===== src/rtl/apb_cat_slave.sv =====
// APB slave front-end for CatRecognizer: CTRL/status register, image-memory
// write/read forwarding and the start/done handshake with the compute core.
module apb_cat_slave #(
  parameter int AMBA_WORD  = 24,
  parameter int ADDR_DEPTH = 12,
  parameter int IMG_WORDS  = 4096
) (
  input  logic                  clk,
  input  logic                  rst,
  input  logic                  PSEL,
  input  logic                  PENABLE,
  input  logic                  PWRITE,
  input  logic [ADDR_DEPTH:0]   PADDR,
  input  logic [AMBA_WORD-1:0]  PWDATA,
  output logic [AMBA_WORD-1:0]  PRDATA,
  output logic                  PREADY,
  output logic                  PSLVERR,
  output logic                  mem_we,
  output logic                  mem_re,
  output logic [ADDR_DEPTH-1:0] mem_addr,
  output logic [AMBA_WORD-1:0]  mem_wdata,
  input  logic [AMBA_WORD-1:0]  mem_rdata,
  output logic                  start_o,
  input  logic                  done_i,
  input  logic                  result_i
);

  typedef enum logic [1:0] {S_IDLE, S_RD_WAIT, S_RD_DONE} state_e;

  localparam logic [ADDR_DEPTH:0]   LAST_IMG = IMG_WORDS[ADDR_DEPTH:0];
  localparam logic [ADDR_DEPTH-1:0] IDX_ONE  = 1;

  state_e                 state_q;
  logic                   penable_q;
  logic                   busy_q, done_q, result_q, ctrl_start_q, start_q;
  logic                   mem_we_q;
  logic [ADDR_DEPTH-1:0]  mem_addr_q, mem_addr_d;
  logic [AMBA_WORD-1:0]   mem_wdata_q, prdata_q, status;

  logic fire, is_ctrl, is_img, is_bad;
  logic wr_ctrl, wr_img_ok, rd_img, rd_ctrl, start_ok, start_blocked;

  // A transfer is decoded once, on the cycle PENABLE rises in IDLE; a held
  // PENABLE (or one still high coming out of reset) never re-triggers.
  assign fire    = PSEL & PENABLE & ~penable_q & (state_q == S_IDLE);
  assign is_ctrl = (PADDR == '0);
  assign is_img  = ~is_ctrl & (PADDR <= LAST_IMG);
  assign is_bad  = (PADDR > LAST_IMG);

  assign start_blocked = busy_q | start_q;
  assign wr_ctrl       = fire & PWRITE & is_ctrl;
  assign wr_img_ok     = fire & PWRITE & is_img & ~busy_q;
  assign rd_img        = fire & ~PWRITE & is_img;
  assign rd_ctrl       = fire & ~PWRITE & is_ctrl;
  assign start_ok      = wr_ctrl & PWDATA[0] & ~start_blocked;

  assign mem_addr_d = PADDR[ADDR_DEPTH-1:0] - IDX_ONE;

  always_comb begin
    // NOTE: every combinationally driven variable gets a default first so no latch is inferred.
    status      = '0;
    status[3:0] = {result_q, done_q, busy_q, ctrl_start_q};
  end

  // Zero-wait transfers complete on the decode cycle, so their response is combinational.
  always_comb begin
    PRDATA = '0;
    if (rd_ctrl)                    PRDATA = status;
    else if (state_q == S_RD_DONE)  PRDATA = prdata_q;
  end

  assign PREADY  = (state_q == S_IDLE) ? ~rd_img : (state_q == S_RD_DONE);
  assign PSLVERR = fire & (is_bad | (PWRITE & is_img & busy_q)
                           | (wr_ctrl & PWDATA[0] & start_blocked));

  // Read strobe and address go out on the decode cycle so the memory's
  // one-cycle latency lands in RD_WAIT.
  assign mem_re    = rd_img;
  assign mem_addr  = rd_img ? mem_addr_d : mem_addr_q;
  assign mem_we    = mem_we_q;
  assign mem_wdata = mem_wdata_q;
  assign start_o   = start_q;

  always_ff @(posedge clk or negedge rst) begin
    if (!rst) begin
      state_q      <= S_IDLE;
      penable_q    <= 1'b1;
      busy_q       <= 1'b0;
      done_q       <= 1'b0;
      result_q     <= 1'b0;
      ctrl_start_q <= 1'b0;
      start_q      <= 1'b0;
      mem_we_q     <= 1'b0;
      mem_addr_q   <= '0;
      mem_wdata_q  <= '0;
      prdata_q     <= '0;
    end else begin
      // NOTE: sequential state uses non-blocking assignments so every register samples pre-edge values.
      penable_q <= PENABLE;
      mem_we_q  <= wr_img_ok;
      start_q   <= start_ok;

      if (wr_img_ok) begin
        mem_addr_q  <= mem_addr_d;
        mem_wdata_q <= PWDATA;
      end
      if (wr_ctrl) ctrl_start_q <= PWDATA[0];

      // busy_q above is the pre-update value, so a start or image write
      // coincident with done_i is still rejected.
      if (done_i) begin
        busy_q   <= 1'b0;
        done_q   <= 1'b1;
        result_q <= result_i;
      end
      if (start_ok) begin
        busy_q <= 1'b1;
        done_q <= 1'b0;
      end

      case (state_q)
        S_IDLE:    if (rd_img) state_q <= S_RD_WAIT;
        S_RD_WAIT: begin
          prdata_q <= mem_rdata;
          state_q  <= S_RD_DONE;
        end
        S_RD_DONE: state_q <= S_IDLE;
        default:   state_q <= S_IDLE;
      endcase
    end
  end

endmodule


===== config.mk =====
export PLATFORM = sky130hd
export DESIGN_NAME = apb_cat_slave
export DESIGN_NICKNAME = d
export VERILOG_FILES = /design/src/rtl/apb_cat_slave.sv
export SDC_FILE = /design/constraint.sdc
export NUM_CORES = 1
export LEC_CHECK = 0
export CORE_MARGIN = 4
export CORE_UTILIZATION = 43
export DETAILED_ROUTE_END_ITERATION = 10
export PLACE_DENSITY = 0.82
export REMOVE_ABC_BUFFERS = 1
export SLEW_MARGIN = 15
export SYNTH_ARGS = -nofsm -noshare
export SYNTH_HDL_FRONTEND = slang
export SYNTH_SLANG_ARGS = --single-unit

===== constraint.sdc =====
create_clock -name clk -period 2.45 [get_ports clk]
set_input_delay 0.3675 -clock clk [delete_from_list [all_inputs] [get_ports clk]]
set_output_delay 0.3675 -clock clk [all_outputs]
set_load 0.05 [all_outputs]

==> metrics.yaml <==
syn_inst: 247
crit_type: "register to output pin"
switching_power_w: 0.00140
min_period_ps: 2460
slew_headroom_pct: 64.2
seqPwrFrac_pct: 38.8
synthFlopType: "dfrtp_1"
worst-path-buf-inv: 1
grt_max_degree: 70
drtIter0Drc: 103
leakagePower_nw: 2.46
critPathMostFrequentCell: "mux2_4"
io_buffers: 132
setup.worst_path.end_class: "output pin"
r2r_slack_ps: 180
wire_per_inst_um: 16.7
viasPerCell: 4.99
drc: 0
grt_pass1_wl_mm: 14.1
synth_area_per_cell_um2: 13.4
ioPinCount: 133
drive_gt1_share_pct: 44.8
status: "finished with violations"
r2r_cells: 6
setup-violations-final: 9
dp_slack_ps: -395
post-dp-hpwl_mm: 6.32
synth_area_um2: 3310
violations: "setup timing"
max_freq_ghz: 0.406
ys_warn_count: 0
synth-edff-count: 0
clk-insertion-delay-late_ps: 340
grt_pass1_vias: 2902
ys_seq_elements: 69
overflow: 0
timing.hold.ws_ps: 33.6
vias: 2622
n_antenna_cell: 0
worstPathRequired_ps: 2080
crit_chain: "nand4bb_4 -> nor4_4 -> mux2_4 -> mux2_4 -> buf_12"
critPathArrivalTime_ps: 2100
reg2reg_to: "mem_addr_q[8]"
cap_violations: 0
yosysSeqAreaShare_pct: 52.2
fin_nets: 492
critPathTopFamily: "multiplexers"
cts_tree: "done"
cts_sinks: 69
dpl.cell_count: 504
combPwrFrac_pct: 41.3
rsz0062_at_grt: "true"
grt_usage_pct: 20.2
r2r-start: "state_q[1]"
worst_slew_pin_slew_ps: 535
maxSlewViolCount: 0
power.internal_w: 0.00250
cts_buffers: 9
finalHoldViolCount: 0
cts-root-buf: "clkbuf_8"
drtPass1Iterations: 4
path_clk_slew_ps: 70
area_growth_pct: 71.4
antenna_found_initial: 0
finalPower_w: 0.00390
setup_slack_ps: -13.3
coreArea_um2: 7370
rows: 31
cts_hold_buffers: 0
crit_fanout: 7
swShare_pct: 35.8
worstSetupStartpointType: "register"
slowest_stage: "dfrtp_1"
htreeDepth: 3
cpPeakStageDelay_ps: 380
fin_crit_sh_pct: 101
drt_wl_total_mm: 8.76
ir_worst_vdd_mv: 0.547
die-width_um: 95.8
die_y_um: 95.8
synthArstFlopShare_pct: 100
instances_no_fill: 525
pwr-share-clk_pct: 19.9
place_congestion: 0.789
worstHoldPathType: "input pin to asynchronous set/reset pin"
synth.distinct_cells: 37
fp.dieArea_um2: 9170
start_util_pct: 45.0
antenna_left: 0
power_density_nw_per_um2: 686
clk_path_buf_depth: 2
skew_ps: 7.49
==> cells by family (layout without fill, tap and decap cells) <==
group           count (synthesis)  in the layout  share of synthesized area, %
flops                          69             69                          52.2
xor+xnor                       10             10                          2.64
mux                            78             79                          26.4
simple gates                   64             64                          11.9
fa+ha+maj                       2              2                         0.755
buf+inv                        16            194                          4.00
compound gates                  8              8                          2.08
==> sequential cells by signal, summed over array words and instances (netlist names) <==
signal and count:
mem_wdata 24, prdata_q 24, mem_addr_q 12, state_q 2, busy_q 1, ctrl_start_q 1, done_q 1, mem_we 1
penable_q 1, result_q 1, start_o 1
==> routing by layer <==
metal  track usage [%]  vias to the layer above  wire length [um]
met5                 0                        -                 0
met4              6.64                        0               111
li1                  -                     1219                 -
met1              25.4                     1284              3580
met2              33.3                      106              4370
met3              6.02                       13               697
==> what timing repair did <==
item                                    CTS  global route
endpoints found under the setup margin   19            18
resized for setup                        50             8
buffers inserted                          3             2
pin swaps                                 9             7
gates cloned                              1             0
==> metrics by stage <==
stage                     setup TNS, ps  util, %  cell area [um^2]
after floorplan                   -1950        -              3200
after global placement            -8210     72.2              5320
final                             -66.4     77.0              5680
after CTS                          -251     76.3              5620
after detailed placement         -10130     72.2              5320
after global routing              -1090     77.0              5680
==> cell type report <==
class | instances | area (um^2)
Clock inverter | 5 | 28.8
Sequential cell | 69 | 1730
Clock buffer | 10 | 128
Tap cell | 99 | 124
Timing Repair Buffer | 173 | 2010
Inverter | 6 | 22.5
Multi-Input combinational cell | 163 | 1630
Fill cell | 490 | 1690
==> worst max path at each step <==
stage                  end  startpoint  slack (ps)  depth (start not counted)
6_report       mem_addr[9]  state_q[1]         -10                          5
5_1_grt        mem_addr[4]  state_q[1]         -90                          5
4_1_cts          PRDATA[2]  state_q[0]         -60                          7
3_5_place_dp   mem_addr[9]    PADDR[5]        -400                          6
3_3_place_gp   mem_addr[4]   PADDR[10]        -330                          6
2_1_floorplan  mem_addr[0]    PADDR[5]        -450                          4
==> power by group through the flow <==
stage / Combinational, W / Clock, W / Sequential, W
after floorplan: 0.000520 / 0 / 0.00184
after global placement: 0.00154 / 0 / 0.00151
after detailed placement: 0.00157 / 0 / 0.00153
after CTS: 0.00161 / 0.000790 / 0.00151
after global routing: 0.00168 / 0.000846 / 0.00155
final: 0.00161 / 0.000776 / 0.00151
==> cell usage in the layout, fill, tap and decap left out, drive strengths merged, types with 2 or more instances in the layout <==
master and count:
clkdlybuf4s50 76, mux2i 5, nor2 9, ha 2, dfrtp 68, buf 82
mux2 74, nor2b 3, xor2 2, clkinv 5, nor3 4, nand2 5
nand4 2, clkdlybuf4s15 4, dlygate4sd2 11, clkbuf 10, a22o 4, and2 21
xnor2 8, inv 6, nand3 4, nor4 7
==> worst reg2reg max path, delay by kind of cell (launching register included) <==
kind | cells | cell delay (ps)
multiplexers | 2 | 930
AND/OR/NAND/NOR | 2 | 540
flip-flops | 1 | 380
buffers and inverters | 2 | 290
==> cell usage after synthesis (all sizes together) (2+ instances only) <==
cell type	count	area share, %
a22o	4	1.1
and2	21	4.0
buf	7	3.0
clkbuf	3	0.34
dfrtp	68	51
ha	2	0.76
inv	6	0.68
mux2	73	25
mux2i	5	1.5
nand2	5	0.57
nand3	4	0.60
nand4	2	0.38
nor2	9	1.0
nor2b	3	0.57
nor3	4	0.60
nor4	7	2.0
xnor2	8	2.1
xor2	2	0.53
(Power assumes the default switching activity.)
